`src/rtl/msrv32_wb_port_arbiter.sv`:
```
// msrv32_wb_port_arbiter
//   Shares the single integer register-file write port between the in-order
//   pipeline writeback and a buffered secondary result source (slow loads, CSR
//   returns). Pipeline writes win; a starvation counter forces a one-cycle
//   pipeline stall so the buffer head can drain.
//   Optional build macro MSRV32_WB_SCOREBOARD_EN adds rs1/rs2 pending lookups
//   for decode-stage RAW hazard detection.
module msrv32_wb_port_arbiter #(
  parameter int DEPTH        = 2,
  parameter int STARVE_LIMIT = 4
) (
  input  logic                     clk_in,
  input  logic                     rst_in,
  input  logic                     pipe_wr_en_in,
  input  logic [4:0]               pipe_rd_addr_in,
  input  logic [31:0]              pipe_wb_data_in,
  input  logic                     sec_valid_in,
  output logic                     sec_ready_out,
  input  logic [4:0]               sec_rd_addr_in,
  input  logic [31:0]              sec_data_in,
  output logic                     rf_wr_en_out,
  output logic [4:0]               rf_rd_addr_out,
  output logic [31:0]              rf_wr_data_out,
  output logic                     pipe_stall_out,
`ifdef MSRV32_WB_SCOREBOARD_EN
  input  logic [4:0]               rs1_addr_in,
  input  logic [4:0]               rs2_addr_in,
  output logic                     rs1_pending_out,
  output logic                     rs2_pending_out,
`endif
  output logic [$clog2(DEPTH):0]   pend_count_out
);

  localparam int PTR_W = $clog2(DEPTH);
  localparam int CNT_W = PTR_W + 1;
  localparam int SC_W  = $clog2(STARVE_LIMIT) + 1;

  logic [4:0]       buf_addr [DEPTH];
  logic [31:0]      buf_data [DEPTH];
  logic [DEPTH-1:0] buf_live;
  logic [PTR_W-1:0] wr_ptr;
  logic [PTR_W-1:0] rd_ptr;
  logic [CNT_W-1:0] count;
  logic [SC_W-1:0]  starve_cnt;
  logic [SC_W-1:0]  starve_nxt;
  logic             stall_nxt;

  logic buf_empty;
  logic head_live;
  logic pipe_req;
  logic grant_pipe;
  logic pop;
  logic accept;
  logic push;
  logic push_killed;

  // Grant decision: a forced stall slot always drains the head, otherwise the
  // pipeline wins and the buffer only uses free slots. rd=0 writes never issue.
  always_comb begin
    buf_empty     = (count == '0);
    head_live     = buf_live[rd_ptr] && !buf_empty;
    pipe_req      = pipe_wr_en_in && (pipe_rd_addr_in != 5'd0);
    grant_pipe    = !pipe_stall_out && pipe_req;
    pop           = !buf_empty && (pipe_stall_out || !pipe_req);
    sec_ready_out = !rst_in && (count < CNT_W'(DEPTH));
    accept        = sec_valid_in && sec_ready_out;
    push          = accept && (sec_rd_addr_in != 5'd0);
    push_killed   = grant_pipe && (sec_rd_addr_in == pipe_rd_addr_in);
  end

  // Starvation tracking: a live head passed over STARVE_LIMIT-1 times arms the
  // stall slot, which drains it on the following cycle.
  always_comb begin
    starve_nxt = starve_cnt;
    stall_nxt  = 1'b0;
    if (buf_empty || pop) begin
      starve_nxt = '0;
    end else if (head_live) begin
      if (starve_cnt == SC_W'(STARVE_LIMIT - 2)) begin
        stall_nxt  = 1'b1;
        starve_nxt = '0;
      end else begin
        starve_nxt = starve_cnt + 1'b1;
      end
    end
  end

  // Buffer control: pointers, occupancy and live bits; pipeline grants kill
  // matching entries, including one being pushed in the same cycle.
  always_ff @(posedge clk_in or posedge rst_in) begin
    if (rst_in) begin
      buf_live <= '0;
      wr_ptr   <= '0;
      rd_ptr   <= '0;
      count    <= '0;
    end else begin
      for (int i = 0; i < DEPTH; i++) begin
        if (grant_pipe && (buf_addr[i] == pipe_rd_addr_in)) buf_live[i] <= 1'b0;
      end
      if (pop) begin
        buf_live[rd_ptr] <= 1'b0;
        rd_ptr           <= rd_ptr + 1'b1;
      end
      if (push) begin
        buf_live[wr_ptr] <= !push_killed;
        wr_ptr           <= wr_ptr + 1'b1;
      end
      count <= count + CNT_W'(push) - CNT_W'(pop);
    end
  end

  // Buffer payload storage; validity is carried entirely by buf_live.
  always_ff @(posedge clk_in) begin
    if (push) begin
      buf_addr[wr_ptr] <= sec_rd_addr_in;
      buf_data[wr_ptr] <= sec_data_in;
    end
  end

  // Registered write port and stall slot.
  always_ff @(posedge clk_in or posedge rst_in) begin
    if (rst_in) begin
      rf_wr_en_out   <= 1'b0;
      rf_rd_addr_out <= 5'd0;
      rf_wr_data_out <= 32'd0;
      pipe_stall_out <= 1'b0;
      starve_cnt     <= '0;
    end else begin
      pipe_stall_out <= stall_nxt;
      starve_cnt     <= starve_nxt;
      if (grant_pipe) begin
        rf_wr_en_out   <= 1'b1;
        rf_rd_addr_out <= pipe_rd_addr_in;
        rf_wr_data_out <= pipe_wb_data_in;
      end else if (pop) begin
        rf_wr_en_out   <= buf_live[rd_ptr];
        rf_rd_addr_out <= buf_addr[rd_ptr];
        rf_wr_data_out <= buf_data[rd_ptr];
      end else begin
        rf_wr_en_out   <= 1'b0;
      end
    end
  end

  assign pend_count_out = count;

`ifdef MSRV32_WB_SCOREBOARD_EN
  // Pending lookup over live entries plus the entry accepted this cycle.
  always_comb begin
    rs1_pending_out = push && (sec_rd_addr_in == rs1_addr_in);
    rs2_pending_out = push && (sec_rd_addr_in == rs2_addr_in);
    for (int i = 0; i < DEPTH; i++) begin
      if (buf_live[i] && (buf_addr[i] == rs1_addr_in)) rs1_pending_out = 1'b1;
      if (buf_live[i] && (buf_addr[i] == rs2_addr_in)) rs2_pending_out = 1'b1;
    end
    if (rs1_addr_in == 5'd0) rs1_pending_out = 1'b0;
    if (rs2_addr_in == 5'd0) rs2_pending_out = 1'b0;
  end
`endif

endmodule
```
`config.mk`:
```
export PLATFORM = sky130hd
export DESIGN_NAME = msrv32_wb_port_arbiter
export DESIGN_NICKNAME = d
export VERILOG_FILES = /design/src/rtl/msrv32_wb_port_arbiter.sv
export SDC_FILE = /design/constraint.sdc
export NUM_CORES = 1
export LEC_CHECK = 0
export CORE_MARGIN = 8
export CORE_UTILIZATION = 45
export CTS_CLUSTER_SIZE = 25
export DETAILED_ROUTE_END_ITERATION = 12
export PLACE_DENSITY = 0.84
export SLEW_MARGIN = 10
export SYNTH_ARGS = -nofsm -noshare
export SYNTH_HDL_FRONTEND = slang
export SYNTH_SLANG_ARGS = --single-unit
```
`constraint.sdc`:
```
create_clock -name clk_in -period 4.3 [get_ports clk_in]
set_clock_uncertainty 0.05 [all_clocks]
set_input_delay 1.29 -clock clk_in [delete_from_list [all_inputs] [get_ports clk_in]]
set_output_delay 1.29 -clock clk_in [all_outputs]
set_load 0.01 [all_outputs]
```
==> results.sh, run 1 <==
export IMPL_clkTransAtPathRegs_ns=0.06
export IMPL_synth_adder_area_share_pct=0.4981
export IMPL_vias=3290
export IMPL_cts_resized=0
export IMPL_start_kind="input port"
export IMPL_port_buffers=119
export IMPL_critPathMaxFanout=4
export IMPL_cts_root_buf="clkbuf_8"
export IMPL_crit_type="input port to primary output"
export IMPL_totalWireLength_mm=11.77
export IMPL_clkPwrFrac_pct=32.0
export IMPL_rsz0062_at_grt="no"
export IMPL_yosys_mux_area_fraction_pct=6.600
export IMPL_antenna_cells=0
export IMPL_synth_warnings=0
export IMPL_intPower_uw=2944
export IMPL_peakVddDrop_v=0.0003155
export IMPL_p_sw_uw=1170
export IMPL_drv_slew=0
export IMPL_yosysSeqAreaShare_pct=68.14
export IMPL_area_growth_pct=37.46
export IMPL_ios=120
export IMPL_clock_fmax_ghz=0.2589
export IMPL_arrival_ns=2.52
export IMPL_power_density_nw_per_um2=595.7
export IMPL_p_seq_share_pct=40.3
export IMPL_hpwl_mm=7.979
export IMPL_synth_top_family_by_area="compound AO/OA/AOI/OAI gates"
export IMPL_synthFlopType="edfxtp_1"
export IMPL_fin_crit_sh_pct=89.82
export IMPL_wl_per_cell_um=18.78
export IMPL_die_area_um2=14800
export IMPL_ctsHoldBuffers=0
export IMPL_ys_ff_latch=122
export IMPL_fin_util_pct=63.42
export IMPL_cpMostUsedCell="clkdlybuf4s50_1"
export IMPL_grt_pass1_wl_mm=18.69
export IMPL_timing_critical_path_slowest_cell_delay_ns=0.58
export IMPL_relSlewSlack_pct=31.29
export IMPL_htree_levels=4
export IMPL_slowest_stage="clkdlybuf4s50_1"
export IMPL_die_h_um=121.7
export IMPL_yosys_area_share_simple_pct=5.455
export IMPL_hold_viol_final=0
export IMPL_drt_iter0_drc=158
export IMPL_synth_compound_area_share_pct=10.51
export IMPL_cts_buffers=17
export IMPL_nets=554
export IMPL_drv_cap=0
export IMPL_combPwrFrac_pct=27.7
export IMPL_viasPerCell=5.247
export IMPL_postRouteAntennaNets=0
export IMPL_p_leak_uw=0.002738
export IMPL_period_needed_ns=3.862
export IMPL_timing_worst_slew_pin_value_ns=1.029
export IMPL_netSwitchingFraction_pct=28.44
export IMPL_cts_tree="yes"
export IMPL_fin_setup_tns_ns=0
export IMPL_drcViolationCount=0
export IMPL_grt_pass1_vias=3763
export IMPL_async_flop_share_pct=39.34
export IMPL_num_rows=38
export IMPL_grt_max_degree=49
export IMPL_synth_xor_area_share_pct=3.313
export IMPL_min_path_type="register to register"
export IMPL_core_area_um2=10890
export IMPL_die_w_um=121.7
export IMPL_endpoint_kind="primary output"
export IMPL_outcome="completed"
export IMPL_syn_instance_count=344
export IMPL_post_cts_buffers=0
export IMPL_antenna_found_initial=0
export IMPL_numClockSinks=122
export IMPL_gp_congestion=0.7626
export IMPL_clkLatencyLatePin_ns=0.50
export IMPL_initial_core_util_pct=46.14
export IMPL_first_pass_iters=4
export IMPL_grt_overflow=0
export IMPL_netlist_area_um2=5024
export IMPL_synth_edf_count=74
export IMPL_required_ns=2.96
export IMPL_setup_viol=0
export IMPL_cts_buffer_depth=2
export IMPL_drive_above_1_share_pct=9.240
export IMPL_grtUsageTotal_pct=16.47
export IMPL_syn_avg_cell_area_um2=14.60
export IMPL_synth_cell_types=39
export IMPL_crit_chain="clkdlybuf4s50_1 > nor2_1 > clkdlybuf4s50_1"
export IMPL_synth_nets=424
## power by group through the flow
stage	Sequential (uW)	Clock (uW)	Combinational, uW
after floorplan	1720	0	534
after global placement	1660	0	1120
after detailed placement	1670	0	1160
after CTS	1660	1340	1160
after global routing	1680	1400	1250
final	1660	1320	1140
## per-stage QoR
step | instances | instance area [um^2] | hold slack (ns) | setup WS [ns] | power [uW]
2_1_floorplan | 344 | 5024 | 0.4056 | 1.197 | 2251
3_3_place_gp | 595 | 6350 | 0.4072 | 0.2724 | 2787
3_5_place_dp | 595 | 6350 | 0.4136 | 0.1882 | 2830
4_1_cts | 627 | 6905 | 0.4280 | 0.4359 | 4156
5_1_grt | 627 | 6905 | 0.4374 | 0.4131 | 4327
6_report | 627 | 6905 | 0.4260 | 0.4379 | 4113
## cell families after synthesis
kind of cell / after synthesis
flops: 122
simple gates: 58
compound gates: 54
fa+ha+maj: 2
buf+inv: 56
xor+xnor: 19
mux: 33
## state kept, by name (all words and copies together) (netlist names)
register / cells
buf_addr: 10
buf_data: 64
buf_live: 2
pend_count_out: 2
pipe_stall_out: 1
rd_ptr: 1
rf_rd_addr_out: 5
rf_wr_data_out: 32
rf_wr_en_out: 1
starve_cnt: 3
wr_ptr: 1
## cell type report
cell class / instances / area (um^2)
Clock inverter: 9 / 98.84
Fill cell: 828 / 3983
Timing Repair Buffer: 128 / 1271
Multi-Input combinational cell: 166 / 1334
Sequential cell: 122 / 3423
Clock buffer: 23 / 456.7
Inverter: 39 / 146.4
Tap cell: 140 / 175.2
## metal layers
layer | GRT usage [%] | up-vias | routed length [um]
met5 | 0 | - | 0
met4 | 6.168 | 0 | 153
met3 | 5.784 | 14 | 737
met2 | 29.03 | 100 | 6233
met1 | 17.93 | 1632 | 4650
li1 | - | 1544 | -
## synth_stat cells (2+ instances only)
master	count	share of area, %
a221o_1	37	7.4
nor2b_1	2	0.25
nand2_1	37	2.8
ha_1	2	0.50
inv_1	39	2.9
nand3_1	3	0.30
xor2_1	7	1.2
buf_6	7	1.6
nor2_1	4	0.30
xnor2_1	12	2.1
buf_4	3	0.45
nor4_1	3	0.37
dfrtp_1	48	24
mux2i_1	32	6.4
edfxtp_1	74	44
o2111ai_1	2	0.35
a32o_1	5	1.0
clkbuf_1	6	0.45
## critical path, delay by kind of cell
family        cells  cell delay [ns]
simple gates      1             0.21
buf+inv           2             1.02
## layout by cell type (no fill, tap or decap), drive strengths merged, types with 2 or more instances in the layout
| cell type | instances |
|---|---|
| a221o | 37 |
| buf | 9 |
| bufinv | 2 |
| ha | 2 |
| a32o | 5 |
| xor2 | 7 |
| nor3 | 2 |
| inv | 37 |
| dfrtp | 48 |
| or4 | 2 |
| nor4 | 3 |
| o21ai | 2 |
| mux2i | 32 |
| nor2 | 4 |
| nand2 | 37 |
| o2111ai | 2 |
| edfxtp | 74 |
| nand3 | 3 |
| nor2b | 2 |
| xnor2 | 12 |
| clkinvlp | 2 |
| clkdlybuf4s50 | 119 |
| clkbuf | 23 |
| clkinv | 7 |
## path summary, 6_finish.rpt
check	startpoint	to	slack [ns]	cells past startpoint
max	rst_in	sec_ready_out	0.44	3
min	buf_data[1][17]	rf_wr_data_out[17]	0.43	1
max reg2reg	pipe_stall_out	rf_wr_data_out[6]	2.07	5
min reg2reg	buf_data[1][17]	rf_wr_data_out[17]	0.43	1
max in group asynchronous	rst_in	rf_wr_data_out[10]	2.20	2
min in group asynchronous	rst_in	pend_count_out[1]	1.35	2
Power figures use the tool's default switching activity.
==> run 2: changes to the inputs <==
GPL_TIMING_DRIVEN = 0   (was not set)
clock period = 4.9 ns   (was 4.3 ns; I/O delays follow)
==> results.sh, run 2 (synthesis gave the netlist of run 1 again) <==
export IMPL_die_area_um2=14800
export IMPL_p_leak_uw=0.002803
export IMPL_grt_pass1_vias=3856
export IMPL_reg_top3="buf_data (64), rf_wr_data_out (32), buf_addr (10)"
export IMPL_antenna_found_initial=0
export IMPL_timing_critical_path_slowest_cell_delay_ns=0.61
export IMPL_pre_cts_ws_ns=0.5819
export IMPL_ios=120
export IMPL_final_common_cell="clkdlybuf4s50_1"
export IMPL_outcome="completed"
export IMPL_postRouteAntennaNets=0
export IMPL_post_cts_buffers=0
export IMPL_cts_buffers=17
export IMPL_num_rows=38
export IMPL_min_path_type="register to register"
export IMPL_area_growth_pct=39.80
export IMPL_grt_overflow=0
export IMPL_fin_crit_sh_pct=88.41
export IMPL_crit_chain="clkdlybuf4s50_1 > nor2_1 > clkdlybuf4s50_1"
export IMPL_gp_congestion=0.8248
export IMPL_cts_tree="yes"
export IMPL_htree_levels=4
export IMPL_hpwl_mm=8.755
export IMPL_period_needed_ns=4.332
export IMPL_top_register="buf_data"
export IMPL_die_h_um=121.7
export IMPL_vias=3443
export IMPL_finalNonFillerCells=637
export IMPL_required_ns=3.38
export IMPL_cts_resized=0
export IMPL_grt_max_degree=31
export IMPL_die_w_um=121.7
export IMPL_slowest_stage="clkdlybuf4s50_1"
export IMPL_timing_worst_slew_pin_value_ns=0.7223
export IMPL_drive_above_1_share_pct=9.859
export IMPL_layout_common_cells="clkdlybuf4s50_1 (118), edfxtp_1 (74), dfrtp_1 (48), nand2_1 (37), a221o_1 (37)"
export IMPL_drt_iter0_drc=148
export IMPL_cts_root_buf="clkbuf_8"
export IMPL_arrival_ns=2.81
export IMPL_setup_viol=0
export IMPL_placed_cells=605
export IMPL_power_density_nw_per_um2=529.0
export IMPL_peakVddDrop_v=0.0003110
export IMPL_antenna_cells=0
export IMPL_clock_fmax_ghz=0.2308
export IMPL_fin_hold_ws_ns=0.4186
export IMPL_drv_cap=0
export IMPL_fin_ws_ns=0.5678
export IMPL_crit_type="input port to primary output"
export IMPL_cpMostUsedCell="clkdlybuf4s50_1"
export IMPL_relSlewSlack_pct=51.67
export IMPL_wl_per_cell_um=19.56
export IMPL_totalWireLength_mm=12.46
export IMPL_fin_util_pct=64.50
export IMPL_clkTransAtPathRegs_ns=0.05
export IMPL_port_buffers=118
export IMPL_clkLatencyLatePin_ns=0.51
export IMPL_largest_reg_flops=64
export IMPL_viasPerCell=5.405
export IMPL_grt_pass1_wl_mm=19.52
export IMPL_drv_slew=0
export IMPL_ctsHoldBuffers=0
export IMPL_endpoint_kind="primary output"
export IMPL_start_kind="input port"
export IMPL_drcViolationCount=0
export IMPL_cts_buffer_depth=2
export IMPL_fin_setup_tns_ns=0
export IMPL_nets=564
export IMPL_initial_core_util_pct=46.14
export IMPL_core_area_um2=10890
export IMPL_critPathMaxFanout=4
export IMPL_numClockSinks=122
export IMPL_hold_viol_final=0
export IMPL_grtUsageTotal_pct=17.27
export IMPL_rsz0062_at_grt="no"
export IMPL_first_pass_iters=4
## run 2: layout make-up
type / count / area, um^2
Timing Repair Buffer: 121 / 1256
Fill cell: 821 / 3865
Clock inverter: 9 / 121.4
Tap cell: 140 / 175.2
Multi-Input combinational cell: 166 / 1325
Sequential cell: 122 / 3423
Buffer: 17 / 128.9
Clock buffer: 23 / 446.7
Inverter: 39 / 146.4
## run 2: per-stage QoR
stage	cell area [um^2]	total power (uW)
floorplan	5024	1976
global placement	6380	2483
detailed placement	6455	2542
CTS	7023	3749
global route	7023	3882
finish	7023	3715
## run 2: worst paths after layout
kind,from,end,slack (ns),cells after the start
setup / recovery,rst_in,sec_ready_out,0.57,3
hold / removal,buf_data[1][2],rf_wr_data_out[2],0.42,1
setup reg to reg,pend_count_out[1],pend_count_out[1],2.33,8
hold reg to reg,buf_data[1][2],rf_wr_data_out[2],0.42,1
max in group asynchronous,rst_in,rf_wr_data_out[31],2.98,3
min in group asynchronous,rst_in,rf_wr_data_out[16],1.29,2
## run 2: where the power goes
group,switching (uW),internal (uW)
Combinational,517,554
Clock,414,782
Sequential,128,1320
## run 2: layer usage
layer	vias up	track usage, %	part of all wire, %
li1	1566	-	-
met1	1745	18.82	38
met2	122	29.71	53
met3	10	7.589	8.0
met4	0	5.474	0.78
met5	-	0	0
## run 2: critical path: cells and delay by family
kind | cells | cell delay, ns
buffers and inverters | 2 | 1.05
AND/OR/NAND/NOR | 1 | 0.29
